File: src/rtl/l2_port_arbiter_if.sv
// L1 I/D-cache and L2 port bundle for the L2 port arbiter.
// master = arbiter side, slave = caches/L2 side.
interface l2_port_arbiter_if #(
    parameter int ADDR_W = 32,
    parameter int LINE_W = 256
);
    logic              d_read_i;
    logic              d_write_i;
    logic [ADDR_W-1:0] d_address;
    logic [LINE_W-1:0] d_line_i;
    logic              d_resp_o;
    logic [LINE_W-1:0] d_line_o;
    logic              i_read_i;
    logic [ADDR_W-1:0] i_address;
    logic              i_resp_o;
    logic [LINE_W-1:0] i_line_o;
    logic              mem_read_o;
    logic              mem_write_o;
    logic [ADDR_W-1:0] mem_address_o;
    logic [LINE_W-1:0] mem_line_o;
    logic              mem_resp_i;
    logic [LINE_W-1:0] mem_line_i;
    logic              stall;

    modport master (
        input  d_read_i, d_write_i, d_address, d_line_i,
        input  i_read_i, i_address,
        input  mem_resp_i, mem_line_i,
        output d_resp_o, d_line_o, i_resp_o, i_line_o,
        output mem_read_o, mem_write_o, mem_address_o, mem_line_o,
        output stall
    );

    modport slave (
        output d_read_i, d_write_i, d_address, d_line_i,
        output i_read_i, i_address,
        output mem_resp_i, mem_line_i,
        input  d_resp_o, d_line_o, i_resp_o, i_line_o,
        input  mem_read_o, mem_write_o, mem_address_o, mem_line_o,
        input  stall
    );
endinterface

File: src/rtl/l2_port_arbiter.sv
// Arbitrates the single L2 port between L1 D-cache and I-cache.
// Optional STARVE_GUARD_EN: after STARVE_MAX D grants with I waiting, I wins.
module l2_port_arbiter #(
    parameter int ADDR_W     = 32,
    parameter int LINE_W     = 256,
    parameter int STARVE_MAX = 4
) (
    input  logic               clk,
    input  logic               reset_n,
    l2_port_arbiter_if.master  bus
);
    typedef enum logic [2:0] {
        IDLE,
        D_RD,
        D_WR,
        I_RD,
        RESP
    } state_e;

    state_e            state_q, state_d;
    logic              own_d_q, own_d_d;
    logic [ADDR_W-1:0] addr_q, addr_d;
    logic [LINE_W-1:0] wline_q, wline_d;
    logic [LINE_W-1:0] rline_q, rline_d;
    logic              d_req;
    logic              d_win;

    assign d_req = bus.d_read_i | bus.d_write_i;

`ifdef STARVE_GUARD_EN
    localparam int CNT_W = $clog2(STARVE_MAX + 1);
    localparam logic [CNT_W-1:0] CNT_MAX = CNT_W'(STARVE_MAX);

    logic [CNT_W-1:0] cnt_q, cnt_d;

    assign d_win = d_req && !(bus.i_read_i && cnt_q == CNT_MAX);

    always_comb begin
        cnt_d = cnt_q;
        if (state_q == IDLE) begin
            if (d_win) begin
                if (!bus.i_read_i)
                    cnt_d = '0;
                else if (cnt_q != CNT_MAX)
                    cnt_d = cnt_q + CNT_W'(1);
            end else if (bus.i_read_i) begin
                cnt_d = '0;
            end
        end
    end

    always_ff @(posedge clk) begin
        if (reset_n)
            cnt_q <= '0;
        else
            cnt_q <= cnt_d;
    end
`else
    assign d_win = d_req;
`endif

    always_comb begin
        state_d = state_q;
        own_d_d = own_d_q;
        addr_d  = addr_q;
        wline_d = wline_q;
        rline_d = rline_q;
        unique case (state_q)
            IDLE: begin
                if (d_win) begin
                    own_d_d = 1'b1;
                    addr_d  = bus.d_address;
                    wline_d = bus.d_line_i;
                    state_d = bus.d_read_i ? D_RD : D_WR;
                end else if (bus.i_read_i) begin
                    own_d_d = 1'b0;
                    addr_d  = bus.i_address;
                    wline_d = bus.d_line_i;
                    state_d = I_RD;
                end
            end
            D_RD, I_RD: begin
                if (bus.mem_resp_i) begin
                    rline_d = bus.mem_line_i;
                    state_d = RESP;
                end
            end
            D_WR: begin
                if (bus.mem_resp_i)
                    state_d = RESP;
            end
            RESP:    state_d = IDLE;
            default: state_d = IDLE;
        endcase
    end

    always_ff @(posedge clk) begin
        if (reset_n) begin
            state_q <= IDLE;
            own_d_q <= 1'b0;
            addr_q  <= '0;
            wline_q <= '0;
            rline_q <= '0;
        end else begin
            state_q <= state_d;
            own_d_q <= own_d_d;
            addr_q  <= addr_d;
            wline_q <= wline_d;
            rline_q <= rline_d;
        end
    end

    // L2 side decodes only registered state, never live inputs
    assign bus.mem_read_o    = (state_q == D_RD) || (state_q == I_RD);
    assign bus.mem_write_o   = (state_q == D_WR);
    assign bus.mem_address_o = addr_q;
    assign bus.mem_line_o    = wline_q;
    assign bus.d_resp_o      = (state_q == RESP) && own_d_q;
    assign bus.i_resp_o      = (state_q == RESP) && !own_d_q;
    assign bus.d_line_o      = rline_q;
    assign bus.i_line_o      = rline_q;
    assign bus.stall         = d_req || bus.i_read_i || (state_q != IDLE);

    a_rd_wr_excl: assert property (
        @(posedge clk) disable iff (reset_n)
        !(bus.d_read_i && bus.d_write_i)
    );
endmodule

File: src/flat_wrapper.sv
// flat-port wrapper written by rule: the top's interface ports become plain ports
module l2_port_arbiter_flat 
#(
    parameter int ADDR_W     = 32,
    parameter int LINE_W     = 256,
    parameter int STARVE_MAX = 4
)
  (clk, reset_n, bus_d_read_i, bus_d_write_i, bus_d_address, bus_d_line_i, bus_i_read_i, bus_i_address, bus_mem_resp_i, bus_mem_line_i, bus_d_resp_o, bus_d_line_o, bus_i_resp_o, bus_i_line_o, bus_mem_read_o, bus_mem_write_o, bus_mem_address_o, bus_mem_line_o, bus_stall);
  l2_port_arbiter_if #(.ADDR_W(ADDR_W), .LINE_W(LINE_W)) bus_i ();
  input  logic clk;
  input  logic reset_n;
  input wire logic [$bits(bus_i.d_read_i)-1:0] bus_d_read_i;
  input wire logic [$bits(bus_i.d_write_i)-1:0] bus_d_write_i;
  input wire logic [$bits(bus_i.d_address)-1:0] bus_d_address;
  input wire logic [$bits(bus_i.d_line_i)-1:0] bus_d_line_i;
  input wire logic [$bits(bus_i.i_read_i)-1:0] bus_i_read_i;
  input wire logic [$bits(bus_i.i_address)-1:0] bus_i_address;
  input wire logic [$bits(bus_i.mem_resp_i)-1:0] bus_mem_resp_i;
  input wire logic [$bits(bus_i.mem_line_i)-1:0] bus_mem_line_i;
  output wire logic [$bits(bus_i.d_resp_o)-1:0] bus_d_resp_o;
  output wire logic [$bits(bus_i.d_line_o)-1:0] bus_d_line_o;
  output wire logic [$bits(bus_i.i_resp_o)-1:0] bus_i_resp_o;
  output wire logic [$bits(bus_i.i_line_o)-1:0] bus_i_line_o;
  output wire logic [$bits(bus_i.mem_read_o)-1:0] bus_mem_read_o;
  output wire logic [$bits(bus_i.mem_write_o)-1:0] bus_mem_write_o;
  output wire logic [$bits(bus_i.mem_address_o)-1:0] bus_mem_address_o;
  output wire logic [$bits(bus_i.mem_line_o)-1:0] bus_mem_line_o;
  output wire logic [$bits(bus_i.stall)-1:0] bus_stall;
  assign bus_i.d_read_i = bus_d_read_i;
  assign bus_i.d_write_i = bus_d_write_i;
  assign bus_i.d_address = bus_d_address;
  assign bus_i.d_line_i = bus_d_line_i;
  assign bus_i.i_read_i = bus_i_read_i;
  assign bus_i.i_address = bus_i_address;
  assign bus_i.mem_resp_i = bus_mem_resp_i;
  assign bus_i.mem_line_i = bus_mem_line_i;
  assign bus_d_resp_o = bus_i.d_resp_o;
  assign bus_d_line_o = bus_i.d_line_o;
  assign bus_i_resp_o = bus_i.i_resp_o;
  assign bus_i_line_o = bus_i.i_line_o;
  assign bus_mem_read_o = bus_i.mem_read_o;
  assign bus_mem_write_o = bus_i.mem_write_o;
  assign bus_mem_address_o = bus_i.mem_address_o;
  assign bus_mem_line_o = bus_i.mem_line_o;
  assign bus_stall = bus_i.stall;
  l2_port_arbiter #(.ADDR_W(ADDR_W), .LINE_W(LINE_W), .STARVE_MAX(STARVE_MAX)) u_core (.clk(clk), .reset_n(reset_n), .bus(bus_i));
endmodule
File: config.mk
export PLATFORM = sky130hd
export DESIGN_NAME = l2_port_arbiter_flat
export DESIGN_NICKNAME = d
export VERILOG_FILES = /design/src/rtl/l2_port_arbiter_if.sv /design/src/rtl/l2_port_arbiter.sv /design/src/flat_wrapper.sv
export SDC_FILE = /design/constraint.sdc
export NUM_CORES = 1
export LEC_CHECK = 0
export BUFFER_PORTS_ARGS = -buffer_cell sky130_fd_sc_hd__buf_2
export CORE_AREA = 2 2 536 538
export DETAILED_ROUTE_END_ITERATION = 10
export DIE_AREA = 0 0 538 540
export PLACE_DENSITY = 0.3
export SETUP_SLACK_MARGIN = 0.1
export SLEW_MARGIN = 20
export SYNTH_ARGS = -nofsm -noshare
export SYNTH_HDL_FRONTEND = slang
export SYNTH_SLANG_ARGS = --single-unit
File: constraint.sdc
create_clock -name clk -period 3.2 [get_ports clk]
set_input_delay 0.48 -clock clk [delete_from_list [all_inputs] [get_ports clk]]
set_output_delay 0.48 -clock clk [all_outputs]
set_load 0.01 [all_outputs]
* Word-level counts from Yosys, hierarchy flattened *
Cells that the tools add are included.

storage, ports and cells
  logic and storage cells = 37
  flip-flop bits (word level) = 548
  output and inout bits = 805

operators by class
  reduce and logical (&&, ||, !) cells = 14
  muxes and demuxes = 11
  equality and inequality tests = 6
  bitwise gates (word level) = 1

operators by type and width
  kind                number
  $mux 256            2
  $mux 32             2
  $mux 3              3
  $eq 3x2->1 const B  2
  $pmux 3 s2          1
  $reduce_and 2->1    3
  $eq 3x1->1 const B  1
  $eq 3x3->1 const B  1
  $logic_not 3->1     1
  $logic_or 1x1->1    3
  $ne 3x2->1 const B  1
  $reduce_bool 3->1   1
  $reduce_or 3->1     1
  $logic_and 1x1->1   2
  $mux 1              2
  $mux 2              1
  $ne 2x1->1 const B  1
  $reduce_bool 2->1   1
  $reduce_or 2->1     1
  $logic_not 1->1     1
  $or 1x1->1          1

* Longest topological paths before layout *
Gate-level depths: netlist of the first run.

  depth in word-level cells = 4
  mapped depth = 7
  gate-level depth less buffers = 3

* Worst setup path before layout of the first run *
Ideal clock, no wire load.

  kind = in2out
  from = input port bus_d_write_i
  to = output port bus_stall
  cell stages on the path = 4
  arrival time = 1.365 ns
  path buffers = 2
  slack = 1.355 ns
  cell sequence = buf_2 nor3_4 clkbuf_1 nand2_1

between the ends
  cells in the longest elaborated chain, start to end = 3

RTL lines
  what                           line                    source
  from (decl)                    flat_wrapper.sv:13      input wire logic [$bits(bus_i.d_write_i)-1:0] bus_d_write_i;
  $or 1x1->1                     l2_port_arbiter.sv:28   assign d_req = bus.d_read_i | bus.d_write_i;
  $logic_or 1x1->1 (2 in a row)  l2_port_arbiter.sv:122  assign bus.stall = d_req || bus.i_read_i || (state_q != IDLE);
  to (decl)                      flat_wrapper.sv:28      output wire logic [$bits(bus_i.stall)-1:0] bus_stall;

No other way between the ends.

* Worst setup path after layout of the first run *
  from = register u_core.state_q[2]
  to = output port bus_stall

between the ends
  cells in the longest elaborated chain, start to end = 2

RTL lines
  what                    line                    source
  from (decl)             l2_port_arbiter.sv:20   state_e state_q, state_d;
  from (signal assigned)  l2_port_arbiter.sv:105  state_q <= state_d;
  $reduce_bool 3->1       l2_port_arbiter.sv:122
  $logic_or 1x1->1        l2_port_arbiter.sv:122

No other way between the ends.

==> results.py, run 1 <==
metrics = {
    "die": {
        "chipHeight_um": 540,
        "coreArea_mm2": 0.2845,
        "rows": 196,
        "die_w_um": 538,
        "initial_core_util_pct": 7.775,
        "ios": 1387,
        "die-area_mm2": 0.2905,
    },
    "clock_tree": {
        "cts-buffers-inserted": 83,
        "cts_tree": "done",
        "insertion_delay_ps": 800,
        "clkTransAtPathRegs_ps": 50,
        "cts-root-buf": "clkbuf_16",
        "htreeDepth": 3,
        "clock_sink_count": 548,
        "clockBufferDepth": 4,
    },
    "timing": {
        "min_period_ps": 2690,
        "skew_ps": 78.27,
        "fmax_mhz": 371.8,
        "slew_headroom_pct": 53.47,
        "drv_slew": 0,
        "min_period_over_period_pct": 84.06,
        "hold_viol": 0,
        "rsz0062_at_grt": "false",
        "finalSetupTns_ps": 0,
        "setup_viol": 0,
        "worstMarginPinSlew_ps": 697.9,
    },
    "power_and_ir_drop": {
        "ir_drop_uv": 323.3,
        "total_power_mw": 21.85,
        "p_per_area_mw_per_mm2": 549.3,
        "power_leakage_nw": 17.15,
    },
    "routing": {
        "routedWlPerCell_um": 23.72,
        "wirelength_mm": 194.7,
        "drt-pass1-iter-count": 5,
        "ant_nets": 0,
        "drt-initial-drc-count": 1221,
        "num_vias": 26960,
        "drc": 0,
        "vias_per_cell": 3.284,
    },
    "yosys": {
        "syn_area_mm2": 0.02212,
        "yosysTopAreaCellShare_pct": 49.60,
        "ys.warnings.count": 0,
        "ys_top_cells_by_area": "dfxtp_1, a21oi_1, nand2_1",
        "synth_edf_count": 0,
        "ys_async_sr_fraction_pct": 0,
        "syn_inst": 2749,
        "synth_most_common_cell": "dfxtp_1",
        "synthFlopType": "dfxtp_1",
        "ys_seq_area_share_pct": 49.60,
        "synth.distinct_cells": 27,
        "ys_ff_latch": 548,
        "synth_fp_nets": 3331,
        "avgSynthCellArea_um2": 8.046,
        "synth_commonest_cells": "dfxtp_1, nand2_1, a21oi_1",
        "synth_area_leader_cell": "dfxtp_1",
    },
    "setup_path": {
        "crit_path_end_kind": "primary output",
        "reg2reg_depth": 4,
        "critPathCapture": "bus_stall",
        "crit_arrival_ps": 2210,
        "cp.required_ps": 2720,
        "startpoint": "u_core.state_q[2]$_SDFFE_PP0P_",
        "cp-start-kind": "flop",
        "reg2reg_from": "u_core.state_q[2]$_SDFFE_PP0P_",
        "regToRegEndpoint": "u_core.bus.mem_address_o[25]$_SDFFE_PP0P_",
        "r2r_setup_slack_ps": 580,
        "path_class": "reg2out",
        "crit_fanout": 41,
    },
    "placement": {
        "hpwl_mm": 160.2,
        "numPortBuffers": 1386,
        "place_congestion": 0.8902,
    },
    "flow_run": {
        "maxCapViolations": 0,
    },
    "global_route": {
        "grt_pass1_vias": 26640,
        "grt_usage_pct": 12.71,
        "grt_overflow": 0,
        "grt_max_degree": 106,
        "grt_pass1_wl_mm": 249.8,
        "antenna_found_initial": 121,
    },
    "min_path": {
        "hold_class": "in2reg",
    },
    "run_status": {
        "outcome": "finished, final reports clean",
    },
    "layout": {
        "drive_above_1_share_pct": 36.65,
        "syn2layout_area_growth_pct": 79.82,
        "nNetsFinal": 4929,
        "fill_cells": 32950,
    },
}
## area by class of cell
class	instances	area (um^2)	area share [%]
repair buffers	2023	13390	33.66
flip-flops and latches	548	10970	27.58
multi-input cells	1689	7968	20.03
well taps	3762	4707	11.84
clock buffers	117	2416	6.075
clock inverters	27	212.7	0.5348
diodes	41	102.6	0.2580
inverters	2	7.507	0.01888
## worst min-delay path by stage
| stage | start | end | slack (ps) | cells past startpoint |
|---|---|---|---|---|
| 2_1_floorplan | u_core.own_d_q$_SDFFE_PP0P_ | u_core.own_d_q$_SDFFE_PP0P_ | 460 | 2 |
| 3_3_place_gp | u_core.bus.d_line_o[101]$_SDFFE_PP0P_ | u_core.bus.d_line_o[101]$_SDFFE_PP0P_ | 450 | 2 |
| 3_5_place_dp | u_core.bus.d_line_o[248]$_SDFFE_PP0P_ | u_core.bus.d_line_o[248]$_SDFFE_PP0P_ | 460 | 2 |
| 4_1_cts | bus_d_address[27] | u_core.bus.mem_address_o[27]$_SDFFE_PP0P_ | 0.6 | 3 |
| 5_1_grt | bus_d_address[5] | u_core.bus.mem_address_o[5]$_SDFFE_PP0P_ | 20 | 3 |
| 6_report | bus_d_line_i[74] | u_core.bus.mem_line_o[74]$_SDFFE_PP0P_ | 70 | 3 |
## per-stage QoR
stage / std cells / worst slack, ps / utilization [%] / area, um^2 / hold slack, ps
2_1_floorplan: 2749 / 1355 / - / 22120 / 459.2
3_3_place_gp: 7478 / 768.3 / 11.09 / 31560 / 450.5
3_5_place_dp: 7479 / 763.0 / 11.10 / 31590 / 458.9
4_1_cts: 8168 / 376.1 / 13.94 / 39670 / 0.6282
5_1_grt: 8193 / 344.5 / 13.97 / 39730 / 19.78
6_report: 8209 / 510.1 / 13.98 / 39770 / 71.33
## critical path, stage by stage (launching register included)
cell,delay (ps)
dfxtp_1,400
nor3_4,290
buf_12,290
nand2_1,220
buf_2,200
## cells in the final DEF, fill, tap and decap left out, types with 2 or more instances in the layout
cell type | synthesis | final
a21oi_1 | 545 | 545
a311oi_1 | 32 | 32
a32oi_1 | 2 | 2
buf_12 | 0 | 22
buf_2 | 90 | 1385
buf_4 | 258 | 69
clkbuf_1 | 121 | 14
clkbuf_16 | 0 | 84
clkbuf_8 | 0 | 19
clkinv_2 | 0 | 13
clkinv_4 | 0 | 5
clkinvlp_4 | 0 | 3
dfxtp_1 | 548 | 548
diode_2 | 0 | 41
dlygate4sd3_1 | 0 | 545
inv_1 | 2 | 2
inv_6 | 0 | 4
nand2_1 | 546 | 546
nand3_1 | 256 | 256
nor2_1 | 6 | 5
nor3_4 | 1 | 2
o21ai_0 | 263 | 263
o21ai_1 | 27 | 27
or3_4 | 0 | 2
## layer usage
layer	up-vias	wire length [um]	GRT usage, %
met2	1373	95950	22.58
met3	300	18710	4.843
met5	-	230	0
li1	12350	-	-
met1	12890	72730	13.71
met4	36	7093	4.157
## report_power, final
part,switching (mW),internal (mW),leakage [nW]
clock,3.72,5.33,1.30
sequential,0.450,7.42,4.49
combinational,3.08,1.84,11.4
total,7.25,14.6,17.2
## cells by family after synthesis
kind of cell | share of synthesized area [%]
AO/OA/AOI/OAI | 20.24
buffers and inverters | 14.50
flip-flops | 49.60
AND/OR/NAND/NOR | 15.66
## repair_timing
item	CTS	global route
setup buffers	0	0
gates resized for setup	0	0
hold endpoints to repair	522	0
hold buffers	545	0
## sequential cells by signal, indices dropped and copies added, names as in the netlist
name                      flops
u_core.bus.mem_address_o     32
u_core.bus.mem_line_o       256
u_core.state_q                3
u_core.bus.d_line_o         256
u_core.own_d_q                1
Power figures use the tool's default switching activity.
==> run 2, diff against run 1 <==
Settings changed: CORE_AREA 2 2 536 538 to 2 2 532 534, DIE_AREA 0 0 538 540 to 0 0 534 536.
Clock period 3.2 ns to 2.2 ns, I/O delays scaled along.
==> run 2 against run 1 <==
  * Cell count up 0.51%
  * First-iteration DRC count up 15%
  * Via count up 1.3%
  * Clock skew down 33 ps
  * Setup slack worse by 400 ps
  * Largest cell class unchanged
==> results.py, run 2 (synthesis results as in run 1) <==
metrics = {
    "power_and_ir_drop": {
        "ir_drop_uv": 462.1,
        "p_per_area_mw_per_mm2": 794.8,
        "power_leakage_nw": 17.49,
    },
    "placement": {
        "hpwl_mm": 162.6,
        "pre_cts_ws_ps": 187.8,
        "place_congestion": 0.9069,
        "numPortBuffers": 1386,
        "dpl_cell_area_mm2": 0.03189,
    },
    "setup_path": {
        "regToRegEndpoint": "u_core.bus.mem_line_o[28]$_SDFFE_PP0P_",
        "path_class": "reg2out",
        "reg2reg_depth": 8,
        "crit_fanout": 5,
        "r2r_setup_slack_ps": 120,
        "crit_path_end_kind": "primary output",
        "cp-start-kind": "flop",
        "startpoint": "u_core.state_q[2]$_SDFFE_PP0P_",
        "reg2reg_from": "u_core.state_q[2]$_SDFFE_PP0P_",
        "cp.required_ps": 1870,
        "crit_arrival_ps": 1760,
    },
    "die": {
        "coreArea_mm2": 0.2808,
        "initial_core_util_pct": 7.876,
        "rows": 195,
        "ios": 1387,
        "die-area_mm2": 0.2862,
        "die_w_um": 534,
        "chipHeight_um": 536,
    },
    "layout": {
        "drive_above_1_share_pct": 36.88,
        "syn2layout_area_growth_pct": 83.48,
        "fin_util_pct": 14.45,
        "fill_cells": 32480,
        "final_cell_area_mm2": 0.04058,
        "final_cell_mix": "buf_2, dlygate4sd3_1, a21oi_1, dfxtp_1, nand2_1",
        "nNetsFinal": 4993,
        "final_common_cell": "buf_2",
    },
    "flow_run": {
        "maxCapViolations": 0,
    },
    "global_route": {
        "grt_max_degree": 85,
        "grt_overflow": 0,
        "antenna_found_initial": 134,
        "grt_pass1_wl_mm": 253.5,
        "grt_pass1_vias": 27400,
        "grt_usage_pct": 13.08,
    },
    "routing": {
        "num_vias": 27300,
        "routedWlPerCell_um": 23.93,
        "wirelength_mm": 197.5,
        "drt-initial-drc-count": 1405,
        "ant_nets": 0,
        "drc": 0,
        "vias_per_cell": 3.309,
        "drt-pass1-iter-count": 5,
    },
    "timing": {
        "drv_slew": 0,
        "fin_ws_ps": 113.2,
        "setup_viol": 0,
        "finalSetupTns_ps": 0,
        "min_period_ps": 2087,
        "slew_headroom_pct": 50.75,
        "rsz0062_at_grt": "true",
        "worstMarginPinSlew_ps": 731.1,
        "min_period_over_period_pct": 94.86,
        "fmax_mhz": 479.2,
        "holdWs_ps": 32.62,
        "hold_viol": 0,
        "skew_ps": 45.59,
    },
    "run_status": {
        "outcome": "finished, final reports clean",
    },
    "clock_tree": {
        "clkTransAtPathRegs_ps": 50,
        "clockBufferDepth": 4,
        "htreeDepth": 3,
        "clock_sink_count": 548,
        "cts_tree": "done",
        "insertion_delay_ps": 790,
        "cts-buffers-inserted": 81,
        "cts-root-buf": "clkbuf_16",
    },
    "min_path": {
        "hold-path-endpoint": "u_core.bus.mem_line_o[192]$_SDFFE_PP0P_",
        "hold_class": "in2reg",
        "hold_depth": 3,
        "worstHoldStart": "bus_d_line_i[192]",
    },
}
-- run 2: changes by cell type in the layout (fill, tap and decap cells not counted), sizes merged, moves of 4 or more --
cell,delta
bufinv,+4
dlygate4sd3,+32
buf,+32
clkinv,-13
diode,+6
-- run 2: worst max-delay path, stage by stage (launching register included) --
cell and delay (ps):
dfxtp_2 320, buf_6 130, nor3_4 170, buf_12 180, nand2_4 60, buf_6 120
-- run 2: report_power, final --
| group | switching [mW] | total [mW] | internal (mW) |
|---|---|---|---|
| registers | 0.656 | 11.4 | 10.8 |
| clock network | 5.24 | 13.2 | 7.96 |
| logic | 4.68 | 7.60 | 2.92 |
| total | 10.6 | 32.3 | 21.7 |
-- run 2: routing by layer --
| layer | track usage [%] | part of all wire [%] | vias up |
|---|---|---|---|
| li1 | - | - | 12480 |
| met5 | 0 | 0.16 | - |
| met1 | 14.00 | 37 | 13070 |
| met2 | 22.72 | 49 | 1354 |
| met3 | 5.075 | 9.8 | 354 |
| met4 | 5.741 | 4.6 | 50 |
-- run 2: through the flow --
stage	total power, mW	instances
after floorplan	14.48	2749
after global placement	18.20	7485
after detailed placement	18.20	7485
after CTS	33.02	8203
after global routing	33.82	8232
final	32.25	8251
-- run 2: final cells by class --
class	instances	area, um^2	area share [%]
flip-flops and latches	548	10970	27.04
well taps	3743	4683	11.54
repair buffers	2089	14190	34.97
inverters	2	7.507	0.01850
multi-input cells	1689	8005	19.73
diodes	47	117.6	0.2898
clock inverters	16	249.0	0.6136
clock buffers	117	2352	5.797
-- run 2: what timing repair did --
item	in CTS	in global routing
endpoints found under the hold margin	547	0
pin swaps	2	2
hold buffers	577	0
setup endpoints to repair	5	7
resized for setup	20	2
buffers inserted	6	1
cloned	2	0
-- run 2: worst max path at each step --
stage / end / cells after the start
6_report: bus_stall / 5
5_1_grt: bus_stall / 5
4_1_cts: bus_stall / 5
3_5_place_dp: u_core.bus.mem_line_o[147]$_SDFFE_PP0P_ / 4
3_3_place_gp: u_core.bus.mem_line_o[128]$_SDFFE_PP0P_ / 4
2_1_floorplan: bus_stall / 5
==> run 3, diff against run 2 <==
Settings changed: GPL_TIMING_DRIVEN from default to 0, RECOVER_POWER from default to 25.
==> run 3 against run 2 <==
  * Critical path type unchanged
  * Highest routed layer unchanged
  * Non-clock buffer count increased by 388
  * Sequential share of layout area down 0.94 points
  * Critical endpoint unchanged
  * Largest power group unchanged
  * Core utilization increased by 0.52 points
  * The run now ends with setup timing left
==> results.py, run 3 (synthesis results as in run 1) <==
metrics = {
    "routing": {
        "vias_per_cell": 3.348,
        "wirelength_mm": 222.6,
        "num_vias": 28870,
        "drt-pass1-iter-count": 5,
        "ant_nets": 0,
        "drc": 0,
        "drt-initial-drc-count": 1523,
        "routedWlPerCell_um": 25.81,
    },
    "global_route": {
        "grt_pass1_vias": 29030,
        "grt_overflow": 0,
        "antenna_found_initial": 101,
        "grt_usage_pct": 14.83,
        "grt_pass1_wl_mm": 283.5,
        "grt_max_degree": 13,
    },
    "timing": {
        "hold_viol": 0,
        "rsz0062_at_grt": "true",
        "setup_viol": 1,
        "worstMarginPinSlew_ps": 958.6,
        "min_period_over_period_pct": 100.6,
        "fmax_mhz": 451.8,
        "slew_headroom_pct": 36.09,
        "drv_slew": 0,
        "fin_ws_ps": -13.26,
        "min_period_ps": 2213,
        "skew_ps": 43.05,
    },
    "die": {
        "die_w_um": 534,
        "ios": 1387,
        "chipHeight_um": 536,
        "initial_core_util_pct": 7.876,
        "die-area_mm2": 0.2862,
        "coreArea_mm2": 0.2808,
        "rows": 195,
    },
    "layout": {
        "final_common_cell": "buf_2",
        "nNetsFinal": 5378,
        "drive_above_1_share_pct": 33.08,
        "final_cell_mix": "buf_2, dlygate4sd3_1, a21oi_1, nand2_1, dfxtp_1",
        "syn2layout_area_growth_pct": 90.12,
        "instances_no_fill": 8623,
    },
    "min_path": {
        "worstHoldStart": "bus_d_line_i[5]",
        "hold_depth": 3,
        "hold-path-endpoint": "u_core.bus.mem_line_o[5]$_SDFFE_PP0P_",
        "hold_class": "in2reg",
    },
    "run_status": {
        "outcome": "complete, but fails checks",
        "violations": "setup timing",
    },
    "power_and_ir_drop": {
        "p_per_area_mw_per_mm2": 787.9,
        "seqPwrFrac_pct": 34.9,
        "total_power_mw": 33.13,
        "pwr-share-clk_pct": 40.9,
        "power_leakage_nw": 17.65,
        "comb_power_share_pct": 24.2,
        "sw_frac_of_total_pct": 34.97,
        "p_sw_mw": 11.58,
        "ir_drop_uv": 493.5,
        "internal_power_mw": 21.54,
    },
    "setup_path": {
        "regToRegEndpoint": "u_core.bus.d_line_o[194]$_SDFFE_PP0P_",
        "path_class": "reg2out",
        "cp-start-kind": "flop",
        "r2r_setup_slack_ps": 50,
        "critPathSlowestCell": "dfxtp_2",
        "crit_path_end_kind": "primary output",
        "crit_arrival_ps": 1880,
        "slowest_delay_ps": 380,
        "cp.required_ps": 1870,
        "crit_fanout": 8,
        "reg2reg_from": "u_core.state_q[2]$_SDFFE_PP0P_",
        "worstPathCellList": "nor3_4 -> buf_12 -> buf_16 -> buf_12 -> nand2_8 -> buf_6",
        "reg2reg_depth": 7,
        "crit_top_cell": "buf_12",
    },
    "clock_tree": {
        "cts-buffers-inserted": 78,
        "cts-root-buf": "clkbuf_16",
        "clkTransAtPathRegs_ps": 60,
        "htreeDepth": 3,
        "clock_sink_count": 548,
        "clockBufferDepth": 3,
        "cts_tree": "done",
        "insertion_delay_ps": 720,
    },
    "flow_run": {
        "maxCapViolations": 0,
    },
    "placement": {
        "place_congestion": 0.9007,
        "numPortBuffers": 1384,
        "hpwl_mm": 191.3,
        "dp.cells": 7877,
    },
}
[run 3: cell count changes in the layout (fill, tap and decap cells not counted), moves of 25 or more]
| cell | previous run | this run |
|---|---|---|
| buf_4 | 87 | 269 |
| clkbuf_1 | 17 | 440 |
| buf_2 | 1382 | 1141 |
| buf_12 | 36 | 3 |
| diode_2 | 47 | 22 |
| buf_6 | 4 | 32 |
| clkbuf_2 | 0 | 25 |
[run 3: repair_timing]
action / 4_1_cts / 5_1_grt
pin swaps: 2 / 0
gates resized for setup: 59 / 29
hold endpoints to repair: 544 / 0
buffers inserted: 7 / 0
hold buffers: 575 / 0
endpoints found under the setup margin: 421 / 78
[run 3: worst max path at each step]
stage / startpoint / end / slack [ps] / depth (start not counted)
3_3_place_gp: reset_n / u_core.bus.mem_line_o[0]$_SDFFE_PP0P_ / -2580 / 4
2_1_floorplan: u_core.state_q[2]$_SDFFE_PP0P_ / bus_stall / 620 / 5
6_report: u_core.state_q[0]$_SDFFE_PP0P_ / bus_stall / -10 / 6
3_5_place_dp: u_core.state_q[2]$_SDFFE_PP0P_ / bus_stall / -1250 / 6
4_1_cts: u_core.state_q[2]$_SDFFE_PP0P_ / bus_stall / -140 / 7
5_1_grt: u_core.state_q[2]$_SDFFE_PP0P_ / bus_stall / -140 / 7
[run 3: worst max-delay path: cells and delay by family (launching register included)]
family                 cells  cell delay (ps)
buffers and inverters      4              540
flip-flops                 1              380
AND/OR/NAND/NOR            2              270
[run 3: area by class of cell]
type | count | area [um^2]
fill | 32670 | 238800
timing repair buffer | 1967 | 12380
sequential | 548 | 10970
multi-input combinational | 1689 | 7973
tap | 3743 | 4683
buffer | 510 | 3332
clock buffer | 110 | 2213
clock inverter | 32 | 431.7
antenna | 22 | 55.05
inverter | 2 | 7.507
[run 3: stage by stage]
step           util (%)  TNS (ps)  hold slack, ps  worst slack, ps  area [um^2]
6_report          14.97    -13.26           85.93           -13.26        42050
5_1_grt           14.96     -3215           56.28           -136.9        42020
4_1_cts           15.09    -428.9           14.56           -144.7        42380
3_5_place_dp      12.02   -190710           462.5            -1252        33750
3_3_place_gp      12.01   -837950           458.3            -2581        33730
2_1_floorplan         -         0           459.2            622.0        22120
[run 3: layer usage]
layer / track usage [%] / part of all wire, % / vias to the layer above
met1: 16.01 / 37 / 13860
met2: 27.02 / 50 / 1410
li1: - / - / 13250
met5: 0 / 0.11 / -
met3: 5.449 / 9.4 / 310
met4: 3.880 / 3.0 / 38
[run 3: power by group through the flow]
stage | sequential, mW | clock (mW) | combinational [mW]
global route | 11.7 | 14.4 | 8.64
floorplan | 11.8 | 0 | 2.67
detailed placement | 11.8 | 0 | 7.19
finish | 11.6 | 13.6 | 8.01
CTS | 11.6 | 14.1 | 8.37
global placement | 11.7 | 0 | 7.21
